File: src/rtl/pc_pipe_pkg.sv
// pc_pipe_pkg
// Shared types, limits and helpers for the fetch-path PC delay line.
//   pc_t        : PC value at the default datapath width
//   pc_stage_t  : one delay stage, {valid, pc}
//   DEPTH_MAX   : deepest instruction-memory latency the tracker supports
//   popcount    : number of set bits in a stage-valid vector
package pc_pipe_pkg;

  localparam int PC_WIDTH_DEFAULT = 32;
  localparam int DEPTH_MAX        = 8;

  typedef logic [PC_WIDTH_DEFAULT-1:0] pc_t;

  typedef struct packed {
    logic valid;
    pc_t  pc;
  } pc_stage_t;

  // Counts the live entries of a stage-valid vector padded out to DEPTH_MAX.
  function automatic logic [3:0] popcount(input logic [DEPTH_MAX-1:0] bits);
    logic [3:0] cnt;
    cnt = '0;
    for (int i = 0; i < DEPTH_MAX; i++) begin
      cnt = cnt + {3'b000, bits[i]};
    end
    return cnt;
  endfunction

endpackage

File: src/rtl/pc_pipe_stage.sv
// pc_pipe_stage
// One {valid, pc} register of the PC delay line.
//   clk, rst      : clock and asynchronous active-high reset
//   hold_i        : keep current contents
//   clear_i       : drop the valid bit, pc field untouched (wins over hold/load)
//   load_valid_i  : valid bit captured when neither clear nor hold
//   load_pc_i     : pc captured when neither clear nor hold
//   valid_o, pc_o : registered stage contents
module pc_pipe_stage #(
  parameter int                  PC_WIDTH = 32,
  parameter logic [PC_WIDTH-1:0] RESET_PC = '0
) (
  input  logic                clk,
  input  logic                rst,
  input  logic                hold_i,
  input  logic                clear_i,
  input  logic                load_valid_i,
  input  logic [PC_WIDTH-1:0] load_pc_i,
  output logic                valid_o,
  output logic [PC_WIDTH-1:0] pc_o
);

  logic                valid_q;
  logic [PC_WIDTH-1:0] pc_q;

  // Clear only kills the valid bit so a squashed slot keeps its last PC;
  // otherwise the stage either holds or takes whatever the top steers in.
  always_ff @(posedge clk or posedge rst) begin
    if (rst) begin
      valid_q <= 1'b0;
      pc_q    <= RESET_PC;
    end else if (clear_i) begin
      valid_q <= 1'b0;
    end else if (!hold_i) begin
      valid_q <= load_valid_i;
      pc_q    <= load_pc_i;
    end
  end

  assign valid_o = valid_q;
  assign pc_o    = pc_q;

endmodule

File: src/rtl/pc_pipe_tracker.sv
// pc_pipe_tracker
// Delays each fetched PC by DEPTH cycles so it reaches decode together with
// the instruction from a DEPTH-cycle instruction memory, with flush, jump
// redirect and stall handling.
//   clk, rst          : clock and asynchronous active-high reset
//   pc_i, pc_i_valid  : PC issued to instruction memory and its valid bit
//   stall             : freeze all stages
//   flush             : squash everything in flight (highest priority)
//   pc_jump, pc_target: redirect; target lands directly in the last stage
//   pc_o, pc_o_valid  : PC aligned with the instruction at decode
//   stage_valid       : per-stage valid bits, bit 0 youngest
//   inflight          : registered count of set bits in stage_valid
module pc_pipe_tracker
  import pc_pipe_pkg::*;
#(
  parameter int                  PC_WIDTH = PC_WIDTH_DEFAULT,
  parameter int                  DEPTH    = 2,
  parameter logic [PC_WIDTH-1:0] RESET_PC = '0
) (
  input  logic                         clk,
  input  logic                         rst,
  input  logic [PC_WIDTH-1:0]          pc_i,
  input  logic                         pc_i_valid,
  input  logic                         stall,
  input  logic                         flush,
  input  logic                         pc_jump,
  input  logic [PC_WIDTH-1:0]          pc_target,
  output logic [PC_WIDTH-1:0]          pc_o,
  output logic                         pc_o_valid,
  output logic [DEPTH-1:0]             stage_valid,
  output logic [$clog2(DEPTH+1)-1:0]   inflight
);

  localparam int IW = $clog2(DEPTH + 1);

  if (DEPTH < 1 || DEPTH > DEPTH_MAX) begin : gBadDepth
    $error("pc_pipe_tracker: DEPTH must be in 1..8");
  end

  logic [DEPTH-1:0]    stageValid;
  logic [PC_WIDTH-1:0] stagePc [DEPTH];
  logic [DEPTH-1:0]    nextValid;
  logic                doJump;
  logic                holdAll;
  logic [IW-1:0]       inflight_q;
  logic [IW-1:0]       inflight_d;

  // Priority: flush > jump > stall > shift. Jump overrides stall.
  assign doJump  = pc_jump & ~flush;
  assign holdAll = stall & ~flush & ~pc_jump;

  for (genvar k = 0; k < DEPTH; k++) begin : gStage
    logic                shValid;
    logic [PC_WIDTH-1:0] shPc;
    logic                ldValid;
    logic [PC_WIDTH-1:0] ldPc;
    logic                clr;

    if (k == 0) begin : gHead
      assign shValid = pc_i_valid;
      assign shPc    = pc_i;
    end else begin : gBody
      assign shValid = stageValid[k-1];
      assign shPc    = stagePc[k-1];
    end

    // The oldest stage takes the redirect target; younger stages hold
    // wrong-path fetches and are squashed on a jump.
    if (k == DEPTH - 1) begin : gTail
      assign ldValid = doJump | shValid;
      assign ldPc    = doJump ? pc_target : shPc;
      assign clr     = flush;
    end else begin : gMid
      assign ldValid = shValid;
      assign ldPc    = shPc;
      assign clr     = flush | pc_jump;
    end

    // Mirror of the stage update, used only to keep inflight registered
    // in step with the stages.
    assign nextValid[k] = clr ? 1'b0 : (holdAll ? stageValid[k] : ldValid);

    pc_pipe_stage #(
      .PC_WIDTH (PC_WIDTH),
      .RESET_PC (RESET_PC)
    ) uStage (
      .clk          (clk),
      .rst          (rst),
      .hold_i       (holdAll),
      .clear_i      (clr),
      .load_valid_i (ldValid),
      .load_pc_i    (ldPc),
      .valid_o      (stageValid[k]),
      .pc_o         (stagePc[k])
    );
  end

  // Next inflight count is the popcount of the next stage-valid vector.
  always_comb begin
    logic [DEPTH_MAX-1:0] validPad;
    validPad               = '0;
    validPad[DEPTH-1:0]    = nextValid;
    inflight_d             = IW'(popcount(validPad));
  end

  always_ff @(posedge clk or posedge rst) begin
    if (rst) begin
      inflight_q <= '0;
    end else begin
      inflight_q <= inflight_d;
    end
  end

  assign pc_o        = stagePc[DEPTH-1];
  assign pc_o_valid  = stageValid[DEPTH-1];
  assign stage_valid = stageValid;
  assign inflight    = inflight_q;

endmodule

File: config.mk
export PLATFORM = sky130hd
export DESIGN_NAME = pc_pipe_tracker
export DESIGN_NICKNAME = d
export VERILOG_FILES = /design/src/rtl/pc_pipe_pkg.sv /design/src/rtl/pc_pipe_stage.sv /design/src/rtl/pc_pipe_tracker.sv
export SDC_FILE = /design/constraint.sdc
export NUM_CORES = 1
export LEC_CHECK = 0
export ABC_AREA = 1
export CORE_MARGIN = 3
export CORE_UTILIZATION = 47
export CTS_BUF_LIST = sky130_fd_sc_hd__clkbuf_2
export CTS_CLUSTER_SIZE = 8
export DETAILED_ROUTE_END_ITERATION = 10
export MAX_ROUTING_LAYER = met4
export PLACE_DENSITY = 0.84
export SYNTH_ARGS = -nofsm -noshare
export SYNTH_HDL_FRONTEND = slang
export SYNTH_SLANG_ARGS = --single-unit
File: constraint.sdc
create_clock -name clk -period 2.3 [get_ports clk]
set_input_delay 0.46 -clock clk [delete_from_list [all_inputs] [get_ports clk]]
set_output_delay 0.46 -clock clk [all_outputs]
set_load 0.05 [all_outputs]
======== Word level (Yosys, flattened, before mapping) ========
Cells that the tools add are included.
storage, ports and cells
  word-level logic and storage cells ...... 22
  input port bits ......................... 70
  register bits ........................... 68
cells by class
  bitwise gates (word level) .............. 9
  add/subtract/negate cells ............... 1
  reductions and logical operators ........ 2
  muxes and demuxes ....................... 5
operators with widths
  cell                                    count
  32-bit two-way mux                      1
  1-bit two-way mux                       4
  1-bit NOT                               4
  2-bit AND reduction                     2
  1-bit AND                               3
  1-bit by 1-bit adder with 2-bit output  1
  1-bit OR                                2

======== Logic depth before layout (Yosys ltp) ========
Gate-level depths: netlist (run 1).
  word-level depth ........................ 6
  depth in mapped cells ................... 7
  gate-level depth less buffers ........... 6

======== Modules after synthesis ========
From an unflattened synthesis (run 1), not the netlist that was laid out.
unflattened totals
  cell total of the unflattened synthesis .. 416
  area total of the unflattened synthesis .. 3283.1 um2
modules (own cells, without submodules)
  module           times used  cells an instance  sequential area each (um2)  area an instance (um2)
  pc_pipe_stage    2           144                825.8                       1326.3
  pc_pipe_tracker  1           128                50.0                        630.6

======== Worst setup path after synthesis (run 1) ========
Ideal clock, no wire load.
  path type ............................... in2reg
  start point ............................. in pc_jump
  end point ............................... reg inflight_q[0] (netlist: inflight[0])
  cell stages on the path ................. 7
  path slack .............................. 790 ps
  buffers on the path ..................... 3
  setup time .............................. 126 ps
  arrival time ............................ 1384 ps
  path through ............................ buf_4 > inv_4 > nand3_2 > buf_6 > buf_6 > o21ai_2 > ha_1
on the way
  word-level cells in the longest chain between the ends .. 5
  elaborated cells between the ends (all ways) .. 10
  classes of those cells .................. 1 x add/sub; 4 x mux; 5 x bitwise
RTL lines
  element                                     line                    RTL
  start, declared                             pc_pipe_tracker.sv:26   input logic pc_jump,
  1-bit NOT                                   pc_pipe_tracker.sv:50   assign holdAll = stall & ~flush & ~pc_jump;
  1-bit AND                                   pc_pipe_tracker.sv:50
  1-bit two-way mux                           --
  1-bit two-way mux (*)                       --
  via nextValid[0]                            pc_pipe_tracker.sv:42   logic [DEPTH-1:0] nextValid;
  1-bit by 1-bit adder with 2-bit output (*)  pc_pipe_pkg.sv:24       cnt = cnt + {3'b000, bits[i]};
  via inflight_d[0]                           pc_pipe_tracker.sv:46   logic [IW-1:0] inflight_d;
  end signal, assigned                        pc_pipe_tracker.sv:110  inflight_q <= inflight_d;
  end, declared                               pc_pipe_tracker.sv:45   logic [IW-1:0] inflight_q;
Mark *: on every way through the listed nets, which the timed path passes. The rest lies on a longest branch.
A chain may end at the register's enable or synchronous reset.

======== Worst setup path after layout (run 1) ========
  start point ............................. reg gStage[1].uStage.pc_q[2]
  end point ............................... out pc_o[2]
RTL lines
  element                 line                   RTL
  start, declared         pc_pipe_stage.sv:24    logic [PC_WIDTH-1:0] pc_q;
  start signal, assigned  pc_pipe_stage.sv:36    pc_q <= load_pc_i;
  end, declared           pc_pipe_tracker.sv:28  output logic [PC_WIDTH-1:0] pc_o,
No word-level cell between the ends.

==> flow_summary_export.csv, run 1 <==
group,metric,value,unit
critical_path,cp-startpoint,"gStage[1].uStage.pc_o[2]",
global_routing,grt_first_pass_wirelength,13.01,mm
detailed_routing,wl_met3,569,microns
cts,cts_root_buf,"clkbuf_2",
cells_and_area,syn_to_final_growth,36.39,%
sta,setup_viol,0,
critical_path,rr_endpoint,"inflight[0]",
sta,finalWorstSetupSlack,0.1584,ns
synth,ys_seq_area_share,52.65,%
die,coreArea,6495,sq um
critical_path,crit_required,1.84,ns
cells_and_area,mostFrequentLayoutCell,"nand2_1",
critical_path,ff2ff_setup_slack,1.24,ns
die,die_y,88.93,microns
critical_path,path_cells,"clkdlybuf4s50_1",
cts,clkTransAtPathRegs,0.19,ns
die,die-area,7908,sq um
critical_path,end_kind,"output port",
detailed_routing,wl_met2,3.970,mm
global_routing,grt_pass1_vias,2955,
place,dpl_worst_slack,0.3640,ns
synth,avgSynthCellArea,8.039,sq um
cts,cts_buffer_depth,2,
sta,slew_viol_final,0,
sta,final_hold_viol_count,0,
cts,cts_buffers,9,
cts,clk_latency,0.47,ns
cts,cts_setup_buffers,0,
critical_path,crit_family,"buffers and inverters",
place,gp_congestion,0.8431,
global_routing,antenna_found_initial,0,
die,core.rowCount,29,
detailed_routing,drt_iter0_drc,140,
cts,cts_sinks,68,
sta,fin_tns_setup,0,ns
cts,cts-resized-gates,0,
detailed_routing,wl_met1,3.200,mm
cts,htreeDepth,3,
min_path,hold_class,"primary input to asynchronous set/reset pin",
global_routing,grt_use_total,21.92,%
critical_path,reg2reg_depth,5,
cells_and_area,diodes,0,
power,powerDensity,707.2,nW/um^2
synth,yosysWarnings,0,
place,dp_hpwl,5.944,mm
detailed_routing,viasPerCell,4.944,
critical_path,rr_startpoint,"gStage[0].uStage.valid_o",
cells_and_area,layout.nets,579,
run_status,status,"complete, no violations",
cts,postCtsHoldBufs,0,
place,place_area,4335,sq um
critical_path,crit_cells,1,
critical_path,path_buf_inv,1,
sta,rsz0062_at_grt,"no",
global_routing,overflow,0,
global_routing,grt_start_max_net_pins,41,
die,chipWidth,88.93,microns
die,io_pins,107,
die,start_util,49.76,%
cells_and_area,drive_gt1_share,10.16,%
synth,synth.distinct_cells,18,
detailed_routing,drt-pass1-iter-count,4,
synth,syn_area,3232,sq um
critical_path,crit_type,"register to output port",
synth,synthTopCellsByArea,"dfrtp_1, nand2_1, o21ai_2",
synth,ys_ff_latch,68,
job,drv_cap,0,
detailed_routing,route.top_layer_used,"met4",
sta,post-route-period-util,93.11,%
detailed_routing,routed_wl,7.859,mm
critical_path,max_stage_delay,0.83,ns
critical_path,crit_fanout,2,
place,io_buffers,106,
cells_and_area,final_cell_mix,"nand2_1, clkdlybuf4s50_1, dfrtp_1",
detailed_routing,detail-route-antenna-nets,0,
power,p_leak,0.002328,uW
critical_path,endpoint,"pc_o[2]",
critical_path,start_kind,"register",
critical_path,crit_arrival,1.68,ns
sta,fin_crit,2.142,ns
detailed_routing,num_vias,2912,
detailed_routing,wl_per_cell,13.34,microns
sta,skew,0.02416,ns
synth,syn_nets,473,
sta,slew-limit-headroom,64.67,%
critical_path,slowest_stage,"clkdlybuf4s50_1",
synth,yosys.area.top_type_share,52.65,%
synth,synth_cells,402,
power,peakVddDrop,0.5691,mV
sta,worstMarginPinSlew,0.5282,ns
cells_and_area,final_area,4408,sq um
cts,cts_tree,"built",
synth,yosysTopAreaCell,"dfrtp_1",
detailed_routing,drc,0,
sta,fmax,466.9,MHz
==> report_power, final <==
part	total (uW)	switching (uW)	leakage (uW)	internal (uW)
clock network	524	388	0.0000566	136
registers	1490	107	0.000862	1380
logic	1110	680	0.00141	425
total	3120	1170	0.00233	1940
==> cell usage after synthesis (all sizes together) <==
| library cell | instances |
|---|---|
| a21oi | 1 |
| buf | 24 |
| clkbuf | 1 |
| dfrtp | 68 |
| ha | 1 |
| inv | 39 |
| nand2 | 196 |
| nand3 | 33 |
| nor2 | 5 |
| o21ai | 34 |
==> final cells by class <==
type	count	area (sq um)
clock buffers	11	55.05
clock inverters	4	17.52
fillers	521	2087
inverters	39	148.9
multi-input cells	270	1197
flip-flops and latches	68	1702
well taps	77	96.34
repair buffers	120	1191
==> per-layer routing <==
metal	up-vias	GRT usage, %
li1	1439	-
met1	1347	25.57
met2	111	35.96
met3	15	5.899
met4	0	8.791
met5	-	-
==> flip-flops by register name, summed over array words and instances, names as in the netlist <==
signal	cells
inflight	2
gStage.uStage.pc_o	64
gStage.uStage.valid_o	2
==> kinds of logic (layout without fill, tap and decap cells) <==
kind of cell,Yosys count,after routing,synth area share (%)
AND/OR/NAND/NOR,234,234,28.69
flip-flops,68,68,52.65
buffers and inverters,64,174,10.30
AO/OA/AOI/OAI,35,35,7.975
adder cells (fa/ha/maj),1,1,0.3871
==> how the worst min path moves through the flow <==
| stage | to | start |
|---|---|---|
| after floorplan | gStage[0].uStage.pc_o[18] | gStage[0].uStage.pc_o[18] |
| after global placement | gStage[1].uStage.pc_o[20] | gStage[1].uStage.pc_o[20] |
| after detailed placement | gStage[1].uStage.pc_o[31] | gStage[1].uStage.pc_o[31] |
| after CTS | gStage[1].uStage.pc_o[12] | rst |
| after global routing | gStage[1].uStage.pc_o[19] | rst |
| final | gStage[1].uStage.pc_o[10] | rst |
==> metrics by stage <==
stage / util [%] / total power [uW] / hold WS (ns) / cells
CTS: 67.87 / 3145 / 0.2869 / 589
finish: 67.87 / 3117 / 0.3064 / 589
detailed placement: 66.75 / 2623 / 0.4640 / 574
floorplan: - / 2196 / 0.4534 / 402
global route: 67.87 / 3295 / 0.3051 / 589
global placement: 66.75 / 2590 / 0.4608 / 574
Power figures use the tool's default switching activity.
==> inputs of run 2 (changes only) <==
--- a/config.mk
+++ b/config.mk
@@ -11,6 +11,7 @@
 export CTS_BUF_LIST = sky130_fd_sc_hd__clkbuf_2
 export CTS_CLUSTER_SIZE = 8
 export DETAILED_ROUTE_END_ITERATION = 10
+export GPL_TIMING_DRIVEN = 0
 export MAX_ROUTING_LAYER = met4
 export PLACE_DENSITY = 0.84
 export SYNTH_ARGS = -nofsm -noshare
==> run 2 against run 1 <==
Compared with the run above: worst hold slack improved by 0.052 ns; sequential power barely moved; cell count rose by 2.0%; utilization is 1.9 points higher; wire length grew 5.0%.
==> flow_summary_export.csv, run 2 (synthesized netlist as in run 1, its figures left out) <==
group,metric,value,unit
sta,post-route-period-util,94.53,%
detailed_routing,wl_met1,3.607,mm
sta,setup_viol,0,
place,dp_hpwl,6.263,mm
critical_path,end_kind,"output port",
critical_path,reg2reg_depth,5,
cells_and_area,drive_gt1_share,12.40,%
detailed_routing,wl_per_cell,13.73,microns
die,io_pins,107,
critical_path,rr_startpoint,"gStage[1].uStage.valid_o",
cts,cts_tree,"built",
place,gp_congestion,0.8628,
sta,skew,0.01924,ns
sta,final_hold_viol_count,0,
critical_path,crit_fanout,2,
critical_path,rr_endpoint,"inflight[0]",
global_routing,overflow,0,
die,die-area,7908,sq um
sta,whs,0.3581,ns
cells_and_area,layout.nets,590,
cells_and_area,final_cell_mix,"nand2_1, clkdlybuf4s50_1, dfrtp_1",
cells_and_area,mostFrequentLayoutCell,"nand2_1",
detailed_routing,detail-route-antenna-nets,0,
critical_path,cp-startpoint,"gStage[1].uStage.pc_o[29]",
detailed_routing,wl_met2,4.083,mm
global_routing,antenna_found_initial,0,
critical_path,crit_required,1.84,ns
detailed_routing,routed_wl,8.254,mm
die,core.rowCount,29,
global_routing,grt_use_total,23.14,%
cells_and_area,final_core_utilization,69.79,%
sta,fin_crit,2.174,ns
detailed_routing,drc,0,
detailed_routing,drt-pass1-iter-count,4,
cells_and_area,syn_to_final_growth,40.26,%
power,peakVddDrop,0.3833,mV
power,powerDensity,748.0,nW/um^2
cts,cts_root_buf,"clkbuf_2",
global_routing,grt_first_pass_wirelength,13.46,mm
cts,postCtsHoldBufs,0,
critical_path,slowest_stage,"clkdlybuf4s50_1",
sta,slew_viol_final,0,
sta,fmax,459.9,MHz
die,die_y,88.93,microns
job,drv_cap,0,
detailed_routing,drt_iter0_drc,109,
critical_path,path_cells,"clkdlybuf4s50_1",
cts,cts_buffers,9,
critical_path,path_buf_inv,1,
min_path,hold_class,"primary input to asynchronous set/reset pin",
die,coreArea,6495,sq um
detailed_routing,wl_met3,407,microns
place,place_area,4399,sq um
run_status,status,"complete, no violations",
cts,htreeDepth,3,
cells_and_area,diodes,0,
sta,slew-limit-headroom,57.55,%
sta,rsz0062_at_grt,"no",
cells_and_area,final_area,4533,sq um
global_routing,grt_pass1_vias,2948,
cells_and_area,largest_reg_flops,64,
detailed_routing,viasPerCell,4.902,
cts,cts_sinks,68,
critical_path,ff2ff_setup_slack,1.20,ns
global_routing,grt_start_max_net_pins,40,
critical_path,max_stage_delay,0.82,ns
sta,worstMarginPinSlew,0.6358,ns
critical_path,crit_family,"buffers and inverters",
critical_path,start_kind,"register",
place,io_buffers,105,
critical_path,crit_arrival,1.71,ns
critical_path,crit_type,"register to output port",
cts,clk_latency,0.47,ns
cts,clkTransAtPathRegs,0.20,ns
die,start_util,49.76,%
die,chipWidth,88.93,microns
power,p_leak,0.002435,uW
detailed_routing,route.top_layer_used,"met4",
detailed_routing,num_vias,2946,
cts,cts_buffer_depth,2,
## run 2: changes by cell type in the layout (fill, tap and decap cells not counted)
cell,previous run,this run
buf_2,0,9
buf_6,0,6
buf_4,12,9
clkdlybuf4s50_1,106,103
bufinv_16,0,2
dlymetal6s2s_1,0,2
buf_12,2,1
clkbuf_1,0,1
clkbuf_2,11,10
clkinv_1,2,1
clkinv_2,2,3
## run 2: area by class of cell
class	count	area, sq um
fill	543	1962
buffer	25	183.9
multi-input combinational	270	1197
clock inverter	6	78.83
clock buffer	10	50.05
timing repair buffer	106	1076
tap	77	96.34
sequential	68	1702
inverter	39	148.9
## run 2: worst max path at each step
stage / end / cells after the start
floorplan: gStage[0].uStage.pc_o[0] / 1
global placement: gStage[1].uStage.pc_o[0] / 2
detailed placement: inflight[0] / 8
CTS: stage_valid[0] / 2
global route: pc_o[29] / 1
finish: pc_o[29] / 1
## run 2: per-layer routing
layer	up-vias	global-route usage, %
met5	-	-
met4	0	8.929
met3	16	3.963
met2	90	37.52
met1	1380	29.01
li1	1460	-
## run 2: what timing repair did
action / CTS / global route
endpoints found under the setup margin: 0 / 2
buffers inserted: 0 / 0
resized for setup: 0 / 2
## run 2: where the power goes
part | switching, uW | internal [uW]
clock network | 428 | 356
logic | 691 | 431
registers | 103 | 1380
total | 1220 | 2170
## run 2: per-stage QoR
stage / worst slack, ns / setup TNS, ns / std cells / total power [uW]
after global placement: -0.9070 / -61.44 / 584 / 2599
final: 0.1258 / 0 / 601 / 3391
after global routing: 0.03578 / 0 / 601 / 3572
after CTS: 0.03083 / 0 / 601 / 3408
after floorplan: 0.1285 / 0 / 402 / 2196
after detailed placement: 0.1048 / 0 / 585 / 2634
